**config.mk**
```make
export PLATFORM = sky130hd
export DESIGN_NAME = uart_tx_sched
export DESIGN_NICKNAME = d
export VERILOG_FILES = /design/src/rtl/uart_tx_sched.sv
export SDC_FILE = /design/constraint.sdc
export NUM_CORES = 1
export LEC_CHECK = 0
export ABC_AREA = 1
export BUFFER_PORTS_ARGS = -buffer_cell sky130_fd_sc_hd__buf_2
export CAP_MARGIN = 20
export CORE_AREA = 2 2 89 100
export CTS_CLUSTER_SIZE = 24
export DETAILED_ROUTE_END_ITERATION = 12
export DIE_AREA = 0 0 91 102
export HOLD_SLACK_MARGIN = 0.05
export PLACE_DENSITY = 0.7
export SLEW_MARGIN = 20
export SYNTH_ARGS = -nofsm -noshare
export SYNTH_HDL_FRONTEND = slang
export SYNTH_SLANG_ARGS = --single-unit
```
**constraint.sdc**
```tcl
create_clock -name clk -period 3.98 [get_ports clk]
set_input_delay 0.796 -clock clk [delete_from_list [all_inputs] [get_ports clk]]
set_output_delay 0.796 -clock clk [all_outputs]
set_load 0.05 [all_outputs]
```
**src/rtl/uart_tx_sched.sv**
```systemverilog
// uart_tx_sched: round-robin byte arbiter, FIFO and one-character-at-a-time launcher for uart_tx
module uart_tx_sched #(
  parameter int NUM_REQ    = 2,
  parameter int FIFO_DEPTH = 8,
  parameter int CW         = $clog2(FIFO_DEPTH) + 1
) (
  input  logic                 clk,
  input  logic                 rst_n,
  input  logic [NUM_REQ-1:0]   req_valid_i,
  input  logic [8*NUM_REQ-1:0] req_data_i,
  output logic [NUM_REQ-1:0]   req_ready_o,
  input  logic                 tx_en_i,
  input  logic                 flush_i,
  output logic [31:0]          tx_data_o,
  output logic                 start_tx_o,
  input  logic                 tx_done_i,
  output logic [CW-1:0]        fifo_count_o,
  output logic                 fifo_full_o,
  output logic                 fifo_empty_o,
  output logic                 busy_o
);
  localparam int AW = $clog2(FIFO_DEPTH);
  localparam int PW = NUM_REQ > 1 ? $clog2(NUM_REQ) : 1;
  typedef enum logic [1:0] {IDLE, LAUNCH, WAIT_ACK, WAIT_DONE} state_t;
  state_t state, state_d;
  logic [7:0] mem [FIFO_DEPTH];
  logic [AW-1:0] wr_ptr, rd_ptr;
  logic [CW-1:0] count;
  logic [PW-1:0] rr_ptr, gidx;
  logic [NUM_REQ-1:0] grant;
  logic found, push, pop;
  always_comb begin
    grant = '0;
    gidx = '0;
    found = 1'b0;
    for (int k = 0; k < NUM_REQ; k++)
      if (!found && req_valid_i[(int'(rr_ptr) + k) % NUM_REQ]) begin
        found = 1'b1;
        gidx = PW'((int'(rr_ptr) + k) % NUM_REQ);
        grant[(int'(rr_ptr) + k) % NUM_REQ] = 1'b1;
      end
    req_ready_o = (fifo_full_o || flush_i) ? '0 : grant;
  end
  assign push         = |(req_valid_i & req_ready_o);
  assign pop          = state == IDLE && !fifo_empty_o && tx_en_i && tx_done_i && !flush_i;
  assign fifo_count_o = count;
  assign fifo_full_o  = count == CW'(FIFO_DEPTH);
  assign fifo_empty_o = count == '0;
  assign busy_o       = state != IDLE;
  assign start_tx_o   = state == LAUNCH;
  always_ff @(posedge clk)
    if (push) mem[wr_ptr] <= req_data_i[8*gidx +: 8];
  always_ff @(posedge clk) begin
    if (!rst_n) begin
      state     <= IDLE;
      wr_ptr    <= '0;
      rd_ptr    <= '0;
      count     <= '0;
      rr_ptr    <= '0;
      tx_data_o <= '0;
    end else begin
      state <= state_d;
      if (push) rr_ptr <= PW'((int'(gidx) + 1) % NUM_REQ);
      if (flush_i) begin
        wr_ptr <= '0;
        rd_ptr <= '0;
        count  <= '0;
      end else begin
        if (push) wr_ptr <= wr_ptr + 1'b1;
        if (pop) begin
          rd_ptr    <= rd_ptr + 1'b1;
          tx_data_o <= {24'd0, mem[rd_ptr]};
        end
        count <= count + CW'(push) - CW'(pop);
      end
    end
  end
  // the launch pulse is a full state so the transmitter sees tx_data_o settled before start
  always_comb begin
    state_d = state;
    case (state)
      IDLE:      state_d = pop ? LAUNCH : IDLE;
      LAUNCH:    state_d = WAIT_ACK;
      WAIT_ACK:  state_d = tx_done_i ? WAIT_ACK : WAIT_DONE;
      WAIT_DONE: state_d = tx_done_i ? IDLE : WAIT_DONE;
      default:   state_d = IDLE;
    endcase
  end
endmodule

```
==> run_results.csv, run 1 <==
group,metric,value,unit
sta,setup_viol,0,
power_and_ir_drop,combPwrFrac,0.106,
worst_setup_path,critPathRequiredTime,3.18,ns
grt,grt_pass1_vias,2703,
sta,skew,0.00620,ns
sta,final.setup.tns,0,ns
routing,drcViolationCount,0,
worst_setup_path,cp.arrival,1.72,ns
floorplanning,start_util,0.493,
worst_setup_path,cp-startpoint,"fifo_count_o[2]",
power_and_ir_drop,p_seq_frac,0.566,
logic_synthesis,netlist_instances,442,
layout,fin_util,0.537,
clock_network,worstSkewPairLatency,0.35,ns
sta,rsz0062_at_grt,"false",
sta,timing_hold_violations_final,0,
floorplanning,die_y,102,um
power_and_ir_drop,internal_power,0.00129,W
routing,avgRoutedWirePerCell,13.3,um
sta,post-route-period-util,0.633,
run,cap_violations,0,
grt,gr-max-usage-layer,"met2",
worst_setup_path,start_kind,"register",
clock_network,cts_tree,"done",
grt,antenna_found_initial,0,
grt,met3_usage,0.0332,
layout,nFillCells,785,
grt,grtUsageTotal,0.185,
power_and_ir_drop,p_leak,2.00,nW
sta,max_slew_margin,0.361,
power_and_ir_drop,p_switching,0.000444,W
worst_setup_path,crit_chain,"inv_1, ha_1, nand3_1, nand2_1, nor2_2, buf_2",
worst_setup_path,cpMaxStageDelayCell,"dfxtp_1",
grt,grt_max_degree,35,
power_and_ir_drop,vdd.ir_drop.worst,0.217,mV
sta,slew_violations,0,
grt,grt_pass1_wl,13.1,mm
routing,final_antenna_net_count,0,
logic_synthesis,synth_area,4060,um^2
layout,n_antenna_cell,0,
routing,wl,7.92,mm
min_path,hp-class,"reg -> reg",
floorplanning,die_w,91,um
sta,worstMarginPinSlew,0.955,ns
floorplanning,num_io_pins,65,
clock_network,htreeDepth,3,
place,post-dp-hpwl,5.52,mm
sta,timing.fmax,0.397,GHz
place,finalWeightedCongestion,0.794,
worst_setup_path,end_kind,"primary output",
clock_network,clkSinkCount,85,
sta,fin_ws,1.46,ns
clock_network,cts_setup_buffers,0,
place,pre_cts_slack,1.28,ns
sta,period_minus_slack,2.52,ns
worst_setup_path,critPathKind,"reg -> out",
logic_synthesis,synth_cell_type_count,28,
logic_synthesis,ys_warn_count,0,
power_and_ir_drop,switching_share,0.255,
clock_network,cts_hold_buf,0,
routing,drt-vias-per-instance,4.77,
worst_setup_path,crit_family,"simple AND/OR/NAND/NOR gates",
worst_setup_path,r2r-start,"fifo_count_o[2]",
worst_setup_path,cp.buffers_inverters,2,
grt,grt.overflow.total,0,
min_path,hp-start,"tx_data_o[6]",
logic_synthesis,yosys_register_bits,85,
logic_synthesis,avgSynthCellArea,9.18,um^2
layout,nets,512,
layout,mostFrequentLayoutCell,"nand2_1",
clock_network,cts_resized,0,
worst_setup_path,worstPathMaxFanout,4,
grt,grt.met2_usage,0.305,
grt,grt_use_met1,0.243,
clock_network,clockBufferDepth,2,
status,status,"complete, no violations",
clock_network,clk_pin_slew_worst_paths,0.08,ns
layout,drive_gt1_frac,0.153,
routing,drt_iter0_drc,251,
clock_network,cts_root_buf,"clkbuf_8",
floorplanning,num_rows,35,
floorplanning,die-area,9280,um^2
routing,first_pass_iters,5,
place,port_buffers,40,
floorplanning,core,8230,um^2
power_and_ir_drop,clkPwrFrac,0.328,
logic_synthesis,seq_area_frac_synth,0.577,
worst_setup_path,slowest_delay,0.33,ns
power_and_ir_drop,powerDensity,393,nW/um^2
clock_network,numCtsBuffers,9,
layout,syn2layout_area_growth,9.07,%
routing,vias,2840,
layout,layout_common_cells,"128 x nand2_1, 66 x inv_1, 64 x edfxtp_1, 51 x nand3_1, 40 x buf_2",
-- power groups by stage --
| stage | clock [W] | sequential, W | combinational, W |
|---|---|---|---|
| floorplan | 0 | 0.00101 | 0.000154 |
| global placement | 0 | 0.00100 | 0.000181 |
| detailed placement | 0 | 0.00100 | 0.000186 |
| CTS | 0.000585 | 0.000984 | 0.000186 |
| global route | 0.000613 | 0.000986 | 0.000204 |
| finish | 0.000570 | 0.000984 | 0.000185 |
-- routing by layer --
layer / share of wire / vias to the layer above
met3: 0.070 / 11
met2: 0.49 / 110
met4: 0.016 / 0
met5: 0 / -
met1: 0.43 / 1290
li1: - / 1429
-- sequential cells by signal, summed over array words and instances (netlist names) --
register	flops
fifo_count_o	4
mem	64
state	2
tx_data_o	8
wr_ptr	3
rr_ptr	1
rd_ptr	3
-- area by class of cell --
cell class | instances | area [um^2] | share of cell area
flip-flops and latches | 85 | 2340 | 0.529
clock buffers | 13 | 170 | 0.0385
multi-input cells | 270 | 1270 | 0.288
clock inverters | 3 | 16.3 | 0.00368
repair buffers | 41 | 208 | 0.0469
well taps | 111 | 139 | 0.0314
inverters | 73 | 277 | 0.0625
-- path summary, 6_finish.rpt --
check               endpoint  slack, ns  cells after the start
max           req_ready_o[1]       1.46                      6
max reg2reg  fifo_count_o[2]       1.64                     13
min             tx_data_o[6]       0.46                      2
min reg2reg     tx_data_o[6]       0.46                      2
-- synthesized netlist by cell type (all sizes together) --
library cell / number / area (um^2)
nand2: 131 / 504
a211oi: 1 / 7.51
clkbuf: 1 / 3.75
fa: 1 / 20.0
o21ai: 5 / 32.5
a31oi: 1 / 6.26
dfxtp: 21 / 420
nand3: 53 / 275
a21oi: 16 / 83.8
buf: 36 / 248
ha: 8 / 100
edfxtp: 64 / 1920
clkinv: 1 / 3.75
nand4: 1 / 6.26
xor2: 2 / 17.5
nor2: 27 / 129
conb: 1 / 3.75
inv: 72 / 273
-- cells by family (layout without fill, tap and decap cells) --
kind of cell / count (synthesis) / count (layout) / synth area share
compound gates: 23 / 23 / 0.0321
xor+xnor: 2 / 2 / 0.00432
fa+ha+maj: 9 / 9 / 0.0296
buf+inv: 110 / 130 / 0.130
flops: 85 / 85 / 0.577
other cells: 1 / 24 / 0.000924
simple gates: 212 / 212 / 0.225
-- worst min-delay path, cell delays in order, from the launching register on --
cell,delay (ns)
dfxtp_1,0.31
nand2_1,0.06
a21oi_1,0.05
-- metrics by stage --
step                cells  cell area, um^2  power, W  hold slack, ns
global route          596             4420   0.00180           0.489
finish                596             4420   0.00174           0.464
floorplan             465             4140   0.00117           0.451
CTS                   596             4420   0.00176           0.466
global placement      580             4240   0.00118           0.453
detailed placement    580             4240   0.00119           0.454
(Power assumes the default switching activity.)
==> inputs of run 2 (changes only) <==
--- a/config.mk
+++ b/config.mk
@@ -5,13 +5,13 @@
 export SDC_FILE = /design/constraint.sdc
 export NUM_CORES = 1
 export LEC_CHECK = 0
-export ABC_AREA = 1
+export ABC_AREA = 0
 export BUFFER_PORTS_ARGS = -buffer_cell sky130_fd_sc_hd__buf_2
 export CAP_MARGIN = 20
-export CORE_AREA = 2 2 89 100
+export CORE_AREA = 2 2 86 96
 export CTS_CLUSTER_SIZE = 24
 export DETAILED_ROUTE_END_ITERATION = 12
-export DIE_AREA = 0 0 91 102
+export DIE_AREA = 0 0 88 98
 export HOLD_SLACK_MARGIN = 0.05
 export PLACE_DENSITY = 0.7
 export SLEW_MARGIN = 20
==> constraint.sdc (replaced) <==
create_clock -name clk -period 2.5 [get_ports clk]
set_input_delay 0.5 -clock clk [delete_from_list [all_inputs] [get_ports clk]]
set_output_delay 0.5 -clock clk [all_outputs]
set_load 0.05 [all_outputs]
==> run 2 against run 1 <==
Effect of this change: combinational power rose by 55%; core utilization up 1.8 points; worst hold slack got worse by 0.061 ns; via count fell by 26%; non-clock buffer count grew 15; setup slack worse by 1.2 ns; final area down 3.4%; sequential cell count unchanged; clock power is 59% higher; global-route usage down 2.9 points; sequential power increased by 59%; register-to-register slack worse by 1.4 ns; critical path type unchanged; critical endpoint is now req_ready_o[0]; largest cell class unchanged; largest power group unchanged.
==> run_results.csv, run 2 <==
group,metric,value,unit
sta,period_minus_slack,2.25,ns
worst_setup_path,worstPathMaxFanout,5,
power_and_ir_drop,vdd.ir_drop.worst,0.418,mV
sta,slew_violations,0,
sta,setup_viol,0,
floorplanning,die-area,8620,um^2
sta,timing_hold_violations_final,0,
layout,syn2layout_area_growth,15.3,%
routing,drt-vias-per-instance,4.89,
routing,wl,6.26,mm
clock_network,worstSkewPairLatency,0.35,ns
clock_network,numCtsBuffers,9,
layout,drive_gt1_frac,0.347,
routing,first_pass_iters,4,
logic_synthesis,synth_flop_cell,"edfxtp_1",
place,finalWeightedCongestion,0.726,
logic_synthesis,synthTopCellsByArea,"edfxtp_1 52%, dfxtp_1 11%, buf_4 5.1%",
routing,drt_iter0_drc,171,
logic_synthesis,seq_area_frac_synth,0.632,
floorplanning,num_io_pins,65,
worst_setup_path,critPathKind,"reg -> out",
grt,grt_max_degree,27,
logic_synthesis,yosys.area.top_type,"edfxtp_1",
routing,drcViolationCount,0,
grt,grt_pass1_vias,1971,
sta,timing.fmax,0.444,GHz
power_and_ir_drop,p_switching,0.000745,W
logic_synthesis,synth_cell_type_count,38,
logic_synthesis,synth_common_cells,"64 x edfxtp_1, 25 x buf_4, 21 x dfxtp_1, 20 x a21oi_1, 18 x mux2i_1",
layout,largest_reg_flops,64,
floorplanning,core,7700,um^2
clock_network,clk_pin_slew_worst_paths,0.09,ns
power_and_ir_drop,powerDensity,644,nW/um^2
sta,post-route-period-util,0.901,
floorplanning,die_w,88,um
grt,grt.overflow.total,0,
worst_setup_path,crit_end,"req_ready_o[0]",
min_path,hp-class,"in -> reg",
grt,antenna_found_initial,0,
logic_synthesis,netlist_instances,261,
clock_network,clkSinkCount,85,
worst_setup_path,cp-startpoint,"fifo_count_o[2]",
worst_setup_path,rr_endpoint,"fifo_count_o[1]",
logic_synthesis,synth_edf_count,64,
worst_setup_path,rrSetupSlack,0.27,ns
clock_network,cts_setup_buffers,0,
sta,fin_ws,0.246,ns
min_path,hp-start,"req_valid_i[1]",
routing,vias,2093,
logic_synthesis,synth_top_area_frac,0.518,
layout,layout_common_cells,"64 x edfxtp_1, 40 x buf_2, 24 x conb_1, 19 x a21oi_1, 18 x mux2i_1",
layout,mostFrequentLayoutCell,"edfxtp_1",
worst_setup_path,start_kind,"register",
routing,final_antenna_net_count,0,
worst_setup_path,reg2reg_depth,11,
status,status,"complete, no violations",
logic_synthesis,ys_warn_count,0,
logic_synthesis,avgSynthCellArea,14.2,um^2
power_and_ir_drop,internal_power,0.00201,W
worst_setup_path,critPathRequiredTime,2.00,ns
logic_synthesis,yosys_register_bits,85,
clock_network,clockBufferDepth,2,
layout,n_antenna_cell,0,
layout,nets,347,
clock_network,cts_root_buf,"clkbuf_8",
clock_network,cts_resized,0,
grt,grt_pass1_wl,9.89,mm
grt,grtUsageTotal,0.157,
floorplanning,start_util,0.482,
clock_network,cts_hold_buf,0,
power_and_ir_drop,p_seq_frac,0.566,
logic_synthesis,synthArstFlopShare,0,
power_and_ir_drop,clkPwrFrac,0.330,
worst_setup_path,end_kind,"primary output",
power_and_ir_drop,combPwrFrac,0.104,
place,pre_cts_slack,0.280,ns
routing,avgRoutedWirePerCell,14.6,um
power_and_ir_drop,switching_share,0.271,
floorplanning,num_rows,34,
logic_synthesis,synth_area,3710,um^2
power_and_ir_drop,p_leak,1.56,nW
worst_setup_path,r2r-start,"fifo_count_o[2]",
layout,largest-register,"mem",
sta,rsz0062_at_grt,"false",
worst_setup_path,cp.arrival,1.75,ns
power_and_ir_drop,p_total,0.00275,W
floorplanning,die_y,98,um
place,port_buffers,40,
logic_synthesis,yosysMostFrequentCell,"edfxtp_1",
clock_network,htreeDepth,3,
place,post-dp-hpwl,4.42,mm
run,cap_violations,0,
clock_network,cts_tree,"done",
sta,skew,0.00899,ns
run 2: how the worst min path moves through the flow:
stage / endpoint / slack [ns] / cells past startpoint
CTS: rr_ptr / 0.38 / 2
finish: rr_ptr / 0.40 / 2
detailed placement: wr_ptr[0] / 0.50 / 2
global route: rr_ptr / 0.39 / 2
global placement: rr_ptr / 0.49 / 1
floorplan: rr_ptr / 0.47 / 1
run 2: layout make-up:
type,count,area (um^2)
clock buffers,9,124
clock inverters,7,63.8
fillers,651,3420
inverters,12,47.5
multi-input cells,151,1230
flip-flops and latches,85,2350
well taps,108,135
repair buffers,56,320
run 2: cells by family (layout without fill, tap and decap cells):
| logic type | after synthesis | after routing | synth area share |
|---|---|---|---|
| adders and majority gates | 9 | 9 | 0.0324 |
| buffers and inverters | 48 | 84 | 0.0776 |
| muxes | 34 | 34 | 0.121 |
| other | 1 | 24 | 0.00101 |
| DFF | 85 | 85 | 0.632 |
| and+or+nand+nor | 39 | 39 | 0.0641 |
| AOI/OAI and AO/OA | 41 | 41 | 0.0624 |
| xor gates and xnor gates | 4 | 4 | 0.00945 |
run 2: critical path, stage by stage, from the launching register on:
cell and delay [ns]:
dfxtp_4 0.36, inv_4 0.06, ha_1 0.14, nor3b_4 0.33
nor2_1 0.12, and3_1 0.19, buf_2 0.20
run 2: per-stage QoR:
| stage | hold slack, ns | utilization | instance area (um^2) | cells | TNS [ns] |
|---|---|---|---|---|---|
| 5_1_grt | 0.391 | 0.555 | 4280 | 428 | 0 |
| 3_5_place_dp | 0.498 | 0.531 | 4090 | 412 | 0 |
| 2_1_floorplan | 0.471 | - | 3870 | 284 | -0.0704 |
| 4_1_cts | 0.382 | 0.555 | 4280 | 428 | 0 |
| 3_3_place_gp | 0.487 | 0.531 | 4090 | 412 | 0 |
| 6_report | 0.403 | 0.555 | 4280 | 428 | 0 |
run 2: layer usage:
layer	global-route usage	wire length, um
met5	0	0
met4	0.0817	107
met3	0.0279	238
met2	0.242	3050
met1	0.210	2870
run 2: power groups by stage:
stage	combinational, W	sequential, W	clock, W
detailed placement	0.000287	0.00159	0
finish	0.000286	0.00156	0.000908
CTS	0.000288	0.00156	0.000936
global route	0.000312	0.00156	0.00100
floorplan	0.000233	0.00161	0
global placement	0.000283	0.00159	0
==> inputs of run 3 (changes only) <==
==> constraint.sdc (replaced) <==
create_clock -name clk -period 2.5 [get_ports clk]
set_input_delay 0.5 -clock clk [delete_from_list [all_inputs] [get_ports clk]]
set_output_delay 0.5 -clock clk [all_outputs]
set_load 0.1 [all_outputs]
==> run 3 against run 2 <==
Effect of this change: register-to-register slack improved by 0.02 ns; via count increased by 3.8%; sequential share of layout area fell by 0.68 points; critical path depth is 2 lower; sequential power is essentially flat; clock power fell by 3.7%; global-route usage increased by 2.5 points.
==> run_results.csv, run 3 (same netlist as run 2, synthesis figures left out) <==
group,metric,value,unit
floorplanning,core,7700,um^2
routing,highest_layer,"met4",
routing,routed-wl-met2,3.73,mm
power_and_ir_drop,vdd.ir_drop.worst,0.300,mV
layout,n_antenna_cell,0,
run,cap_violations,0,
floorplanning,die-area,8620,um^2
status,status,"complete, no violations",
layout,layout_common_cells,"64 x edfxtp_1, 39 x buf_2, 24 x conb_1, 19 x a21oi_1, 18 x mux2i_1",
grt,grtUsageTotal,0.181,
sta,period_minus_slack,2.21,ns
layout,largest_reg_flops,64,
clock_network,numCtsBuffers,9,
layout,syn2layout_area_growth,16.7,%
clock_network,worstSkewPairLatency,0.36,ns
power_and_ir_drop,powerDensity,658,nW/um^2
grt,antenna_found_initial,0,
layout,drive_gt1_frac,0.378,
place,place_area,4160,um^2
sta,slew_violations,0,
routing,drt_iter0_drc,170,
layout,largest-register,"mem",
min_path,hp-class,"in -> reg",
grt,grt_max_degree,22,
sta,skew,0.00902,ns
place,finalWeightedCongestion,0.719,
floorplanning,start_util,0.482,
routing,drcViolationCount,0,
clock_network,cts_root_buf,"clkbuf_8",
grt,grt_pass1_vias,2166,
sta,timing.fmax,0.453,GHz
power_and_ir_drop,p_total,0.00285,W
grt,grt.overflow.total,0,
routing,final_antenna_net_count,0,
clock_network,cts_setup_buffers,0,
sta,final.setup.tns,0,ns
routing,wl,7.06,mm
sta,fin_hold_ws,0.387,ns
power_and_ir_drop,p_leak,1.57,nW
layout,mostFrequentLayoutCell,"edfxtp_1",
sta,setup_viol,0,
place,post-dp-hpwl,4.82,mm
floorplanning,die_y,98,um
clock_network,clockBufferDepth,2,
clock_network,clkSinkCount,85,
clock_network,cts_tree,"done",
min_path,hp-start,"req_valid_i[1]",
grt,grt_pass1_wl,11.3,mm
worst_setup_path,start_kind,"register",
worst_setup_path,critPathKind,"reg -> out",
worst_setup_path,crit_chain,"inv_4, ha_4, nor3b_4, buf_2",
floorplanning,num_io_pins,65,
worst_setup_path,cpMaxStageDelayCell,"buf_2",
worst_setup_path,slowest_delay,0.50,ns
sta,timing_hold_violations_final,0,
routing,met3_wirelength,243,um
routing,drt-vias-per-instance,5.07,
clock_network,cts_resized,0,
routing,first_pass_iters,4,
floorplanning,die_w,88,um
clock_network,cts_hold_buf,0,
worst_setup_path,cp.arrival,1.71,ns
place,port_buffers,40,
worst_setup_path,r2r-start,"fifo_count_o[2]",
worst_setup_path,end_kind,"primary output",
layout,nets,347,
routing,avgRoutedWirePerCell,16.5,um
routing,routedLengthMet1,2.92,mm
layout,fin_area,4330,um^2
sta,post-route-period-util,0.884,
floorplanning,num_rows,34,
worst_setup_path,critPathRequiredTime,2.00,ns
worst_setup_path,worstPathMaxFanout,5,
sta,rsz0062_at_grt,"false",
clock_network,htreeDepth,3,
clock_network,clk_pin_slew_worst_paths,0.08,ns
routing,vias,2172,
worst_setup_path,cp-startpoint,"fifo_count_o[2]",
run 3: path summary, 6_finish.rpt:
kind	endpoint	slack (ns)	cells past startpoint
setup / recovery	fifo_full_o	0.29	4
hold / removal	rr_ptr	0.39	2
setup reg to reg	fifo_count_o[1]	0.29	11
hold reg to reg	wr_ptr[0]	0.51	2
run 3: worst max-delay path, delay by kind of cell, from the launching register on:
family	cells	cell delay [ns]
adder cells (fa/ha/maj)	1	0.12
flip-flops	1	0.36
AND/OR/NAND/NOR	1	0.32
buffers and inverters	2	0.57
run 3: layout make-up:
class	count	area [um^2]
fillers	648	3370
flip-flops and latches	85	2350
multi-input cells	151	1280
repair buffers	56	335
well taps	108	135
clock buffers	9	124
clock inverters	7	50.0
inverters	12	47.5
run 3: report_power, final:
| part | leakage, nW | internal [W] | switching (W) |
|---|---|---|---|
| logic | 0.730 | 0.0000791 | 0.000337 |
| clock network | 0.0873 | 0.000366 | 0.000509 |
| registers | 0.752 | 0.00155 | 0.0000128 |
run 3: routing by layer:
| metal | GRT usage | up-vias |
|---|---|---|
| li1 | - | 1022 |
| met1 | 0.225 | 1074 |
| met2 | 0.307 | 62 |
| met3 | 0.0389 | 14 |
| met4 | 0.0722 | 0 |
| met5 | 0 | - |
run 3: metrics by stage:
step | setup WS (ns) | instances | util
after floorplan | -0.510 | 284 | -
after global placement | 0.347 | 412 | 0.540
after detailed placement | 0.297 | 412 | 0.540
after CTS | 0.261 | 428 | 0.562
after global routing | 0.183 | 428 | 0.562
final | 0.290 | 428 | 0.562
